**src/rtl/seq_alu.sv**
```systemverilog
// Sequential ALU: single-cycle logic/arith ops plus iterative
// shift-add multiply and restoring divide.
module seq_alu #(
    parameter int WIDTH = 32
) (
    input  logic             clk,
    input  logic             reset,
    input  logic             start,
    input  logic [3:0]       aluop,
    input  logic [WIDTH-1:0] a,
    input  logic [WIDTH-1:0] b,
    output logic [WIDTH-1:0] out,
    output logic [WIDTH-1:0] hi,
    output logic             zero,
    output logic             ovf,
    output logic             busy,
    output logic             done,
    output logic             err
);
    localparam int CW = $clog2(WIDTH + 1);

    localparam logic [3:0] OP_AND  = 4'b0000;
    localparam logic [3:0] OP_OR   = 4'b0001;
    localparam logic [3:0] OP_ADD  = 4'b0010;
    localparam logic [3:0] OP_SUB  = 4'b0110;
    localparam logic [3:0] OP_SLT  = 4'b0111;
    localparam logic [3:0] OP_NOR  = 4'b1100;
    localparam logic [3:0] OP_MUL  = 4'b1000;
    localparam logic [3:0] OP_DIVU = 4'b1001;

    typedef enum logic [1:0] {IDLE, ITER, DONE} state_t;

    state_t           state, state_nx;
    logic [CW-1:0]    count, count_nx;
    logic [WIDTH:0]   acc, acc_nx;
    logic [WIDTH-1:0] lo, lo_nx;
    logic [WIDTH-1:0] opb, opb_nx;
    logic             div_op, div_op_nx;
    logic [WIDTH-1:0] out_nx, hi_nx;
    logic             zero_nx, ovf_nx, err_nx;

    logic [WIDTH-1:0] sum, dif;
    logic [WIDTH-1:0] sc_out, sc_hi;
    logic             sc_ovf, sc_err, multi;

    logic [WIDTH:0]   add_p, shl_r, sub_r;
    logic [WIDTH:0]   acc_step;
    logic [WIDTH-1:0] lo_step;

    assign sum  = a + b;
    assign dif  = a - b;
    assign busy = (state == ITER);
    assign done = (state == DONE);

    // Single-cycle results and detection of iterative ops
    always_comb begin
        sc_out = '0;
        sc_hi  = '0;
        sc_ovf = 1'b0;
        sc_err = 1'b0;
        multi  = 1'b0;
        unique case (aluop)
            OP_AND: sc_out = a & b;
            OP_OR:  sc_out = a | b;
            OP_ADD: begin
                sc_out = sum;
                sc_ovf = (a[WIDTH-1] == b[WIDTH-1]) &&
                         (sum[WIDTH-1] != a[WIDTH-1]);
            end
            OP_SUB: begin
                sc_out = dif;
                sc_ovf = (a[WIDTH-1] != b[WIDTH-1]) &&
                         (dif[WIDTH-1] != a[WIDTH-1]);
            end
            OP_SLT: sc_out = {{(WIDTH-1){1'b0}},
                              ($signed(a) < $signed(b))};
            OP_NOR: sc_out = ~(a | b);
            OP_MUL: multi = 1'b1;
            OP_DIVU: begin
                if (b == '0) begin
                    sc_out = '1;
                    sc_hi  = a;
                    sc_err = 1'b1;
                end else begin
                    multi = 1'b1;
                end
            end
            default: sc_err = 1'b1;
        endcase
    end

    // One iteration step; acc is the partial product or remainder
    always_comb begin
        add_p = acc + (lo[0] ? {1'b0, opb} : '0);
        shl_r = {acc[WIDTH-1:0], lo[WIDTH-1]};
        sub_r = shl_r - {1'b0, opb};
        if (!div_op) begin
            acc_step = {1'b0, add_p[WIDTH:1]};
            lo_step  = {add_p[0], lo[WIDTH-1:1]};
        end else if (sub_r[WIDTH]) begin
            acc_step = shl_r;
            lo_step  = {lo[WIDTH-2:0], 1'b0};
        end else begin
            acc_step = sub_r;
            lo_step  = {lo[WIDTH-2:0], 1'b1};
        end
    end

    always_comb begin
        state_nx  = state;
        count_nx  = count;
        acc_nx    = acc;
        lo_nx     = lo;
        opb_nx    = opb;
        div_op_nx = div_op;
        out_nx    = out;
        hi_nx     = hi;
        zero_nx   = zero;
        ovf_nx    = ovf;
        err_nx    = err;
        unique case (state)
            IDLE, DONE: begin
                state_nx = IDLE;
                if (start && multi) begin
                    state_nx  = ITER;
                    count_nx  = CW'(WIDTH);
                    acc_nx    = '0;
                    div_op_nx = (aluop == OP_DIVU);
                    lo_nx     = (aluop == OP_MUL) ? b : a;
                    opb_nx    = (aluop == OP_MUL) ? a : b;
                end else if (start) begin
                    state_nx = DONE;
                    out_nx   = sc_out;
                    hi_nx    = sc_hi;
                    zero_nx  = (sc_out == '0);
                    ovf_nx   = sc_ovf;
                    err_nx   = sc_err;
                end
            end
            ITER: begin
                acc_nx   = acc_step;
                lo_nx    = lo_step;
                count_nx = count - CW'(1);
                if (count == CW'(1)) begin
                    state_nx = DONE;
                    out_nx   = lo_step;
                    hi_nx    = acc_step[WIDTH-1:0];
                    zero_nx  = (lo_step == '0);
                    ovf_nx   = 1'b0;
                    err_nx   = 1'b0;
                end
            end
            default: state_nx = IDLE;
        endcase
    end

    always_ff @(posedge clk or posedge reset) begin
        if (reset) begin
            state <= IDLE;
        end else begin
            state <= state_nx;
        end
    end

    always_ff @(posedge clk or posedge reset) begin
        if (reset) begin
            count  <= '0;
            acc    <= '0;
            lo     <= '0;
            opb    <= '0;
            div_op <= 1'b0;
            out    <= '0;
            hi     <= '0;
            zero   <= 1'b0;
            ovf    <= 1'b0;
            err    <= 1'b0;
        end else begin
            count  <= count_nx;
            acc    <= acc_nx;
            lo     <= lo_nx;
            opb    <= opb_nx;
            div_op <= div_op_nx;
            out    <= out_nx;
            hi     <= hi_nx;
            zero   <= zero_nx;
            ovf    <= ovf_nx;
            err    <= err_nx;
        end
    end
endmodule
```
**config.mk**
```make
export PLATFORM = sky130hd
export DESIGN_NAME = seq_alu
export DESIGN_NICKNAME = d
export VERILOG_FILES = /design/src/rtl/seq_alu.sv
export SDC_FILE = /design/constraint.sdc
export NUM_CORES = 1
export LEC_CHECK = 0
export ABC_AREA = 1
export ABC_CLOCK_PERIOD_IN_PS = 4950
export BUFFER_PORTS_ARGS = -buffer_cell sky130_fd_sc_hd__buf_2
export CORE_AREA = 5 5 261 263
export DETAILED_ROUTE_END_ITERATION = 10
export DIE_AREA = 0 0 266 268
export PLACE_DENSITY = 0.46
export SYNTH_ARGS = -nofsm -noshare
export SYNTH_HDL_FRONTEND = slang
export SYNTH_SLANG_ARGS = --single-unit
```
**constraint.sdc**
```tcl
create_clock -name clk -period 4.95 [get_ports clk]
set_clock_uncertainty 0.1 [all_clocks]
set_input_delay 0.495 -clock clk [delete_from_list [all_inputs] [get_ports clk]]
set_output_delay 0.495 -clock clk [all_outputs]
set_load 0.1 [all_outputs]
```
==> results.yml <==
power:
  max-vdd-ir-drop_uv: 314.3
  powerDensity_nw_per_um2: 464.8
  leakage_uw: 0.01116
global_routing:
  grt_max_degree: 166
  antenna_found_initial: 1
  grt_pass1_wl_um: 130100
  gr-usage-met2_pct: 40.48
  grt-busiest-layer: "met2"
  grt_usage_pct: 23.97
  use_met3_pct: 1.566
  use_met1_pct: 33.24
  grt_pass1_vias: 20273
  overflow: 0
worst_setup_path:
  endpoint_kind: "register"
  crit_required_ns: 5.24
  critical_path_arrival_ns: 4.52
  critPathKind: "register to register"
  cp_max_fo: 10
  critPathLaunchType: "register"
  rrSetupSlack_ns: 0.71
final_layout:
  most-common-layout-cells: "890 x nand2_1, 443 x inv_1, 296 x nor2_1"
  layout_commonest_cell: "nand2_1"
  drive_gt1_share_pct: 8.489
  stdcell_count: 4128
  area_growth_syn_to_layout_pct: 10.35
  num-nets-final: 3491
  postLayoutCoreUtil_pct: 32.88
flow_run:
  cap_violations: 0
die:
  fp.dieW_um: 266
  io_pins: 140
  start_util_pct: 29.80
  rows: 94
  die_h_um: 268
  dieArea_sq_um: 71290
  placeableCoreArea_sq_um: 65390
synthesis:
  synthAdderAreaFrac_pct: 11.07
  netlist-cell-type-count: 57
  syn-cell-area_sq_um: 19480
  syn_inst: 3186
  synth.area.mux_share_pct: 0.3082
  synth_top_family_by_area: "simple AND/OR/NAND/NOR gates"
  synth_seq_area_share_pct: 22.22
  ys_ff_latch: 173
  yosys_warnings: 0
  synth_simple_gate_area_share_pct: 34.21
  synth-xor-area-share_pct: 0.8990
  syn-num-nets: 3427
  synth_area_per_cell_sq_um: 6.116
  synth-compound-area-share_pct: 19.40
sta:
  setup_ws_ns: 0.7150
  max_freq_mhz: 236.1
  final_max_slew_viol_count: 0
  rsz0062_at_grt: "no"
  setup_viol: 0
  fin_crit_ns: 4.235
  whs_ns: 0.2897
  worstMarginPinSlew_ns: 1.140
  slew_headroom_pct: 23.31
  period_share_pct: 85.56
  setup_tns_ns: 0
  hold_viol: 0
placement:
  dp_slack_ns: 0.7878
  portBuffers: 139
  place_hpwl_um: 71060
  gp_congestion: 0.9669
  dp.cells: 4094
clock_network:
  clk_path_buf_depth: 2
  cts.sinks: 173
  cts.htree.levels: 4
  cts_tree: "yes"
  clk_latency_ns: 0.46
  cts-root-buf: "clkbuf_16"
  cts_buffers: 17
  post-cts-setup-buffer-count: 0
  clkTransAtPathRegs_ns: 0.08
detailed_routing:
  drt_iter0_drc: 1988
  via_per_inst: 5.192
  drt-pass1-iter-count: 6
  wire_per_inst_um: 21.54
  vias: 21431
  antenna_left: 0
  finalWirelength_um: 88930
  route.detailed.drc: 0
status:
  status: "completed"
hold_path:
  hp-class: "input port to register"
-- sequential cells by signal (all words and copies together), names as in the netlist --
register,count
opb,32
zero,1
out,32
acc,33
count,6
lo,32
hi,32
state,2
err,1
ovf,1
div_op,1
-- synth_stat cells (all sizes together) --
master / n / area share [%]
nand2: 900 / 17
inv: 457 / 8.8
nor2: 310 / 6.1
nand3: 258 / 6.6
a21oi: 257 / 6.7
o21ai: 181 / 4.7
dfrtp: 173 / 22
ha: 166 / 11
o211ai: 98 / 3.8
buf: 64 / 1.8
clkbuf: 58 / 1.3
nor3: 38 / 1.2
nand4: 35 / 1.1
or2: 27 / 0.87
o21bai: 18 / 0.69
o221ai: 16 / 0.72
o22ai: 16 / 0.51
a21o: 15 / 0.58
a211oi: 14 / 0.54
a31oi: 13 / 0.42
nor4: 12 / 0.39
xor2: 12 / 0.54
xnor2: 8 / 0.36
mux2i: 6 / 0.31
a21boi: 5 / 0.21
o21a: 5 / 0.19
and2: 4 / 0.13
fa: 4 / 0.41
nand3b: 4 / 0.15
o311ai: 3 / 0.13
a221oi: 2 / 0.090
a22o: 1 / 0.045
a22oi: 1 / 0.039
a31o: 1 / 0.045
and3: 1 / 0.032
nor3b: 1 / 0.039
nor4b: 1 / 0.045
o31ai: 1 / 0.039
-- logic make-up (layout without fill, tap and decap cells) --
group / after synthesis / count (layout)
adder cells (fa/ha/maj): 170 / 170
flip-flops: 173 / 173
XOR/XNOR: 20 / 20
AND/OR/NAND/NOR: 1591 / 1591
AO/OA/AOI/OAI: 647 / 647
other: 0 / 1
buffers and inverters: 579 / 656
multiplexers: 6 / 6
-- through the flow --
stage / instance area [sq um] / power, uW
6_report: 21500 / 9994
5_1_grt: 21500 / 10710
4_1_cts: 21500 / 9981
3_5_place_dp: 20910 / 8541
3_3_place_gp: 20910 / 8581
2_1_floorplan: 19490 / 6695
-- final cells by class --
type	count	area (sq um)
diodes	1	2.502
well taps	864	1081
inverters	457	1720
repair buffers	167	920.9
clock inverters	14	151.4
multi-input cells	2434	12860
flip-flops and latches	173	4332
fillers	7452	43890
clock buffers	18	429.2
-- critical path: stages (launching register included) --
cell and delay (ns):
dfrtp_1 0.38, inv_1 0.10, ha_1 0.15, inv_1 0.06
fa_1 0.39, nand2_1 0.09, nand2_1 0.06, a21oi_1 0.24
o21ai_2 0.11, inv_1 0.11, o21ai_2 0.12, nand2_1 0.08
nand2_1 0.11, nand3_1 0.12, nand2_1 0.08, nand2_1 0.08
nand3_1 0.07, ha_1 0.48, nand2_1 0.16, o21ai_0 0.11
nor4_1 0.37, nand4_1 0.17, nor4_1 0.20, nor2_1 0.08
a21oi_2 0.14
-- power by group --
group	internal, uW	total [uW]	switching, uW	leakage, uW
logic	1720	6200	4480	0.00870
clock network	714	1410	692	0.000276
registers	1870	2390	523	0.00218
-- path summary, 6_finish.rpt --
path	startpoint	endpoint	depth (start not counted)
setup / recovery	lo[31]$_DFFE_PP0P_	zero$_DFFE_PP0P_	24
hold / removal	a[0]	hi[0]$_DFFE_PP0P_	3
setup reg to reg	lo[31]$_DFFE_PP0P_	zero$_DFFE_PP0P_	24
hold reg to reg	ovf$_DFFE_PP0P_	ovf$_DFFE_PP0P_	1
max in group asynchronous	reset	hi[27]$_DFFE_PP0P_	4
min in group asynchronous	reset	out[2]$_DFFE_PP0P_	3
-- timing repair --
item,CTS,global route
gates resized for setup,0,0
hold buffers,1,0
endpoints found under the hold margin,8,0
-- metal layers --
metal / vias up / wire length (um)
li1: 10579 / -
met1: 10188 / 41440
met2: 568 / 41550
met3: 96 / 3364
met4: 0 / 2574
met5: - / 0
Note: power is estimated with default switching activity, not from simulation.
